### src/rtl/serial_mag_compare.sv
// serial_mag_compare: cascadable unsigned comparator that walks the operands
// one 2-bit digit per clock from the MSB and stops at the first differing digit.
module serial_mag_compare #(
  parameter int WIDTH = 8
) (
  input  logic             clk,
  input  logic             rst_n,
  input  logic             start,
  input  logic [WIDTH-1:0] a,
  input  logic [WIDTH-1:0] b,
  input  logic             eq_in,
  input  logic             gt_in,
  output logic             busy,
  output logic             done,
  output logic             eq,
  output logic             gt,
  output logic             lt
);
  localparam int D  = WIDTH / 2;
  localparam int IW = (D > 1) ? $clog2(D) : 1;

  typedef enum logic {IDLE, COMPARE} state_t;

  state_t          state_q, state_d;
  logic [WIDTH-1:0] op_a_q, op_a_d, op_b_q, op_b_d;
  logic [IW-1:0]   idx_q, idx_d;
  logic            ceq_q, ceq_d, cgt_q, cgt_d;
  logic            busy_q, busy_d, done_q, done_d;
  logic            eq_q, eq_d, gt_q, gt_d, lt_q, lt_d;
  logic [1:0]      da, db;
  logic            fin;

  assign da  = op_a_q[{idx_q, 1'b0} +: 2];
  assign db  = op_b_q[{idx_q, 1'b0} +: 2];
  // A cleared cascade-equal decides the result without looking at any digit.
  assign fin = !ceq_q || (da != db) || (idx_q == '0);

  always_comb begin
    state_d = state_q;
    op_a_d  = op_a_q;
    op_b_d  = op_b_q;
    idx_d   = idx_q;
    ceq_d   = ceq_q;
    cgt_d   = cgt_q;
    busy_d  = busy_q;
    done_d  = 1'b0;
    eq_d    = eq_q;
    gt_d    = gt_q;
    lt_d    = lt_q;
    if (state_q == IDLE) begin
      if (start) begin
        op_a_d  = a;
        op_b_d  = b;
        ceq_d   = eq_in;
        cgt_d   = gt_in;
        idx_d   = IW'(D - 1);
        busy_d  = 1'b1;
        state_d = COMPARE;
      end
    end else if (fin) begin
      eq_d    = ceq_q && (da == db);
      gt_d    = ceq_q ? (da > db) : cgt_q;
      lt_d    = ceq_q ? (da < db) : !cgt_q;
      done_d  = 1'b1;
      busy_d  = 1'b0;
      state_d = IDLE;
    end else begin
      idx_d = idx_q - 1'b1;
    end
  end

  always_ff @(posedge clk or negedge rst_n) begin
    if (!rst_n) begin
      state_q <= IDLE;
      op_a_q  <= '0;
      op_b_q  <= '0;
      idx_q   <= '0;
      ceq_q   <= 1'b0;
      cgt_q   <= 1'b0;
      busy_q  <= 1'b0;
      done_q  <= 1'b0;
      eq_q    <= 1'b0;
      gt_q    <= 1'b0;
      lt_q    <= 1'b0;
    end else begin
      state_q <= state_d;
      op_a_q  <= op_a_d;
      op_b_q  <= op_b_d;
      idx_q   <= idx_d;
      ceq_q   <= ceq_d;
      cgt_q   <= cgt_d;
      busy_q  <= busy_d;
      done_q  <= done_d;
      eq_q    <= eq_d;
      gt_q    <= gt_d;
      lt_q    <= lt_d;
    end
  end

  assign busy = busy_q;
  assign done = done_q;
  assign eq   = eq_q;
  assign gt   = gt_q;
  assign lt   = lt_q;
endmodule

### config.mk
export PLATFORM = sky130hd
export DESIGN_NAME = serial_mag_compare
export DESIGN_NICKNAME = d
export VERILOG_FILES = /design/src/rtl/serial_mag_compare.sv
export SDC_FILE = /design/constraint.sdc
export NUM_CORES = 1
export LEC_CHECK = 0
export CORE_UTILIZATION = 44
export CTS_CLUSTER_SIZE = 25
export DETAILED_ROUTE_END_ITERATION = 16
export PLACE_DENSITY = 0.75
export SETUP_SLACK_MARGIN = 0.1
export SLEW_MARGIN = 15
export SYNTH_ARGS = -nofsm -noshare
export SYNTH_HDL_FRONTEND = slang
export SYNTH_SLANG_ARGS = --single-unit
### constraint.sdc
create_clock -name clk -period 1.85 [get_ports clk]
set_input_delay 0.2775 -clock clk [delete_from_list [all_inputs] [get_ports clk]]
set_output_delay 0.2775 -clock clk [all_outputs]
set_load 0.1 [all_outputs]
==> flow_summary.json <==
{
  "core_area_sq_mm": 0.00248,
  "layout-drive-gt1-share_pct": 44.3,
  "synth_cell_type_count": 20,
  "vias_per_cell": 5.08,
  "ant_nets": 0,
  "power_density_mw_per_mm2": 1820,
  "status": "finished with violations",
  "die_x_um": 53.1,
  "fin_util_pct": 63.5,
  "hold_class": "in2async",
  "r2r-start": "idx_q[0]",
  "fin_cells": 145,
  "ys_top_cells_by_area": "dfrtp_1 (57%), mux2_2 (17%), mux4_2 (7.8%)",
  "path_cells": "mux4_2, ha_4, nand3_4, buf_4, o21ai_2, buf_6, mux2i_1",
  "worst-setup-path-type": "reg2reg",
  "timing.final.ws_setup_ns": -0.152,
  "dieArea_sq_mm": 0.00282,
  "p_total_mw": 2.86,
  "cp_num_buf_inv": 2,
  "num_rows": 18,
  "first_global_vias": 754,
  "grt_pass1_wl_um": 3350,
  "area_delta_synth_final_pct": 37.0,
  "critPathLaunch": "idx_q[0]",
  "n_antenna_cell": 0,
  "p_leak_nw": 0.711,
  "start_util_pct": 46.4,
  "dp_cells": 138,
  "vdd_drop_max_mv": 1.26,
  "tightest_slew_ns": 0.322,
  "synth_area_sq_mm": 0.00115,
  "synth_fa_ha_area_share_pct": 3.27,
  "grt_max_degree": 27,
  "cts_sinks": 26,
  "clockRootBuffer": "clkbuf_4",
  "clk_path_buf_depth": 2,
  "drtIter0Drc": 2,
  "skew_ns": 0.00610,
  "finalHoldViolCount": 0,
  "cap_violations": 0,
  "ys_seq_area_share_pct": 56.6,
  "arrival_ns": 2.25,
  "synth-xor-area-share_pct": 0,
  "layout.nets": 140,
  "pre_cts_slack_ns": -0.166,
  "io_pins": 26,
  "post_synth.cell_area_avg_sq_um": 14.7,
  "slew_headroom_pct": 78.6,
  "rsz0062_at_grt": "true",
  "synthMuxAreaShare_pct": 28.1,
  "die_y_um": 53.1,
  "dr_total_vias": 736,
  "yosys_warnings": 0,
  "port_buffers": 25,
  "violations": "negative setup slack",
  "synth-compound-area-share_pct": 3.38,
  "drc_errors": 0,
  "clkTransAtPathRegs_ns": 0.14,
  "crit_path_start_kind": "flop",
  "fillers": 218,
  "dr.pass1.iters": 4,
  "wl_per_cell_um": 13.3,
  "overflow": 0,
  "worstSkewPairLatency_ns": 0.32,
  "crit_family": "multiplexers",
  "rr_worst_depth": 7,
  "setup_viol": 7,
  "regArea_sq_um": 652,
  "cts_inserted_buffers": 3,
  "ff2ff_setup_slack_ns": -0.15,
  "h-tree-depth": 1,
  "r2r-end": "lt",
  "layout_min_cycle_time_ns": 2.00,
  "grt_usage_pct": 16.8,
  "most-common-layout-cells": "dfrtp_1 (25), clkdlybuf4s50_1 (20), mux2_2 (17)",
  "crit_fanout": 4,
  "cts_tree": "done",
  "cp_slowest_stage_delay_ns": 0.55,
  "multi_input_area_sq_um": 494,
  "hpwl_um": 1470,
  "synthCells": 78,
  "synth_top_family_by_area": "multiplexers",
  "drv_slew": 0,
  "required_ns": 2.10,
  "endpoint_kind": "flop",
  "synth_nets": 102,
  "synth_top_area_share_pct": 56.6,
  "synthSimpleGateAreaFrac_pct": 4.79,
  "routabilityCongestion": 0.696,
  "antenna_found_initial": 0,
  "drt-total-wl_um": 1940,
  "ys_seq_elements": 26,
  "final_common_cell": "dfrtp_1",
  "crit_path_top_delay_cell": "mux4_2",
  "tns_ns": -0.762,
  "max_freq_mhz": 500,
  "period_share_pct": 108,
  "synth_top_area_cell": "dfrtp_1"
}
-- flip-flops by register name (all words and copies together), names as in the netlist --
signal,count
eq,1
state_q,1
busy,1
idx_q,2
ceq_q,1
done,1
op_b_q,8
op_a_q,8
cgt_q,1
lt,1
gt,1
-- how the worst max path moves through the flow --
| stage | to | slack, ns | cells after the start |
|---|---|---|---|
| floorplan | idx_q[0] | -0.10 | 6 |
| global placement | idx_q[0] | -0.14 | 7 |
| detailed placement | idx_q[0] | -0.17 | 7 |
| CTS | idx_q[1] | -0.15 | 5 |
| global route | lt | -0.26 | 9 |
| finish | lt | -0.15 | 7 |
-- cell type report --
class	instances	area share [%]
Sequential cell	26	41.4
Multi-Input combinational cell	42	31.4
Timing Repair Buffer	36	20.8
Tap cell	30	2.38
Clock buffer	4	2.31
Inverter	7	1.67
-- cell families after synthesis --
logic type      Yosys count
compound gates            6
fa+ha+maj                 3
buf+inv                  10
flops                    26
mux                      25
simple gates              8
-- per-layer routing --
| metal | routed length [um] | share of wire, % | GRT usage, % | up-vias |
|---|---|---|---|---|
| met3 | 109 | 5.6 | 3.45 | 4 |
| met1 | 853 | 44 | 21.2 | 357 |
| li1 | - | - | - | 350 |
| met5 | 0 | 0 | 0 | - |
| met4 | 18 | 0.93 | 3.95 | 0 |
| met2 | 953 | 49 | 29.3 | 25 |
-- timing repair --
item                                    in CTS  in global routing
endpoints found under the setup margin       8                  8
setup buffers                                1                  2
gates resized for setup                      6                  4
pin swaps                                    1                  1
hold buffers                                 0                  0
-- per-stage QoR --
step,hold WS [ns],area (sq um)
2_1_floorplan,-0.0181,1170
3_3_place_gp,0.466,1480
3_5_place_dp,0.485,1480
4_1_cts,0.312,1540
5_1_grt,0.344,1570
6_report,0.307,1570
-- power breakdown --
group | internal (mW) | switching, mW
logic | 0.805 | 0.765
registers | 0.826 | 0.184
clock network | 0.120 | 0.163
total | 1.75 | 1.11
-- cells in the mapped netlist (all sizes together) --
cell and count:
a32o 1, dfrtp 26, a31oi 1, nor2 3, o21ai 1, nand2b 1, nand3 1, or2b 1
inv 7, a21o 1, mux4 4, ha 3, buf 3, mux2i 3, or3b 1, a21oi 2
mux2 18, nor2b 1
-- worst register-to-register path, cell delays in order, from the launching register on --
cell and delay (ns):
dfrtp_2 0.44, mux4_2 0.55, ha_4 0.30, nand3_4 0.06, buf_4 0.14, o21ai_2 0.12
buf_6 0.13, mux2i_1 0.19
(Power assumes the default switching activity.)
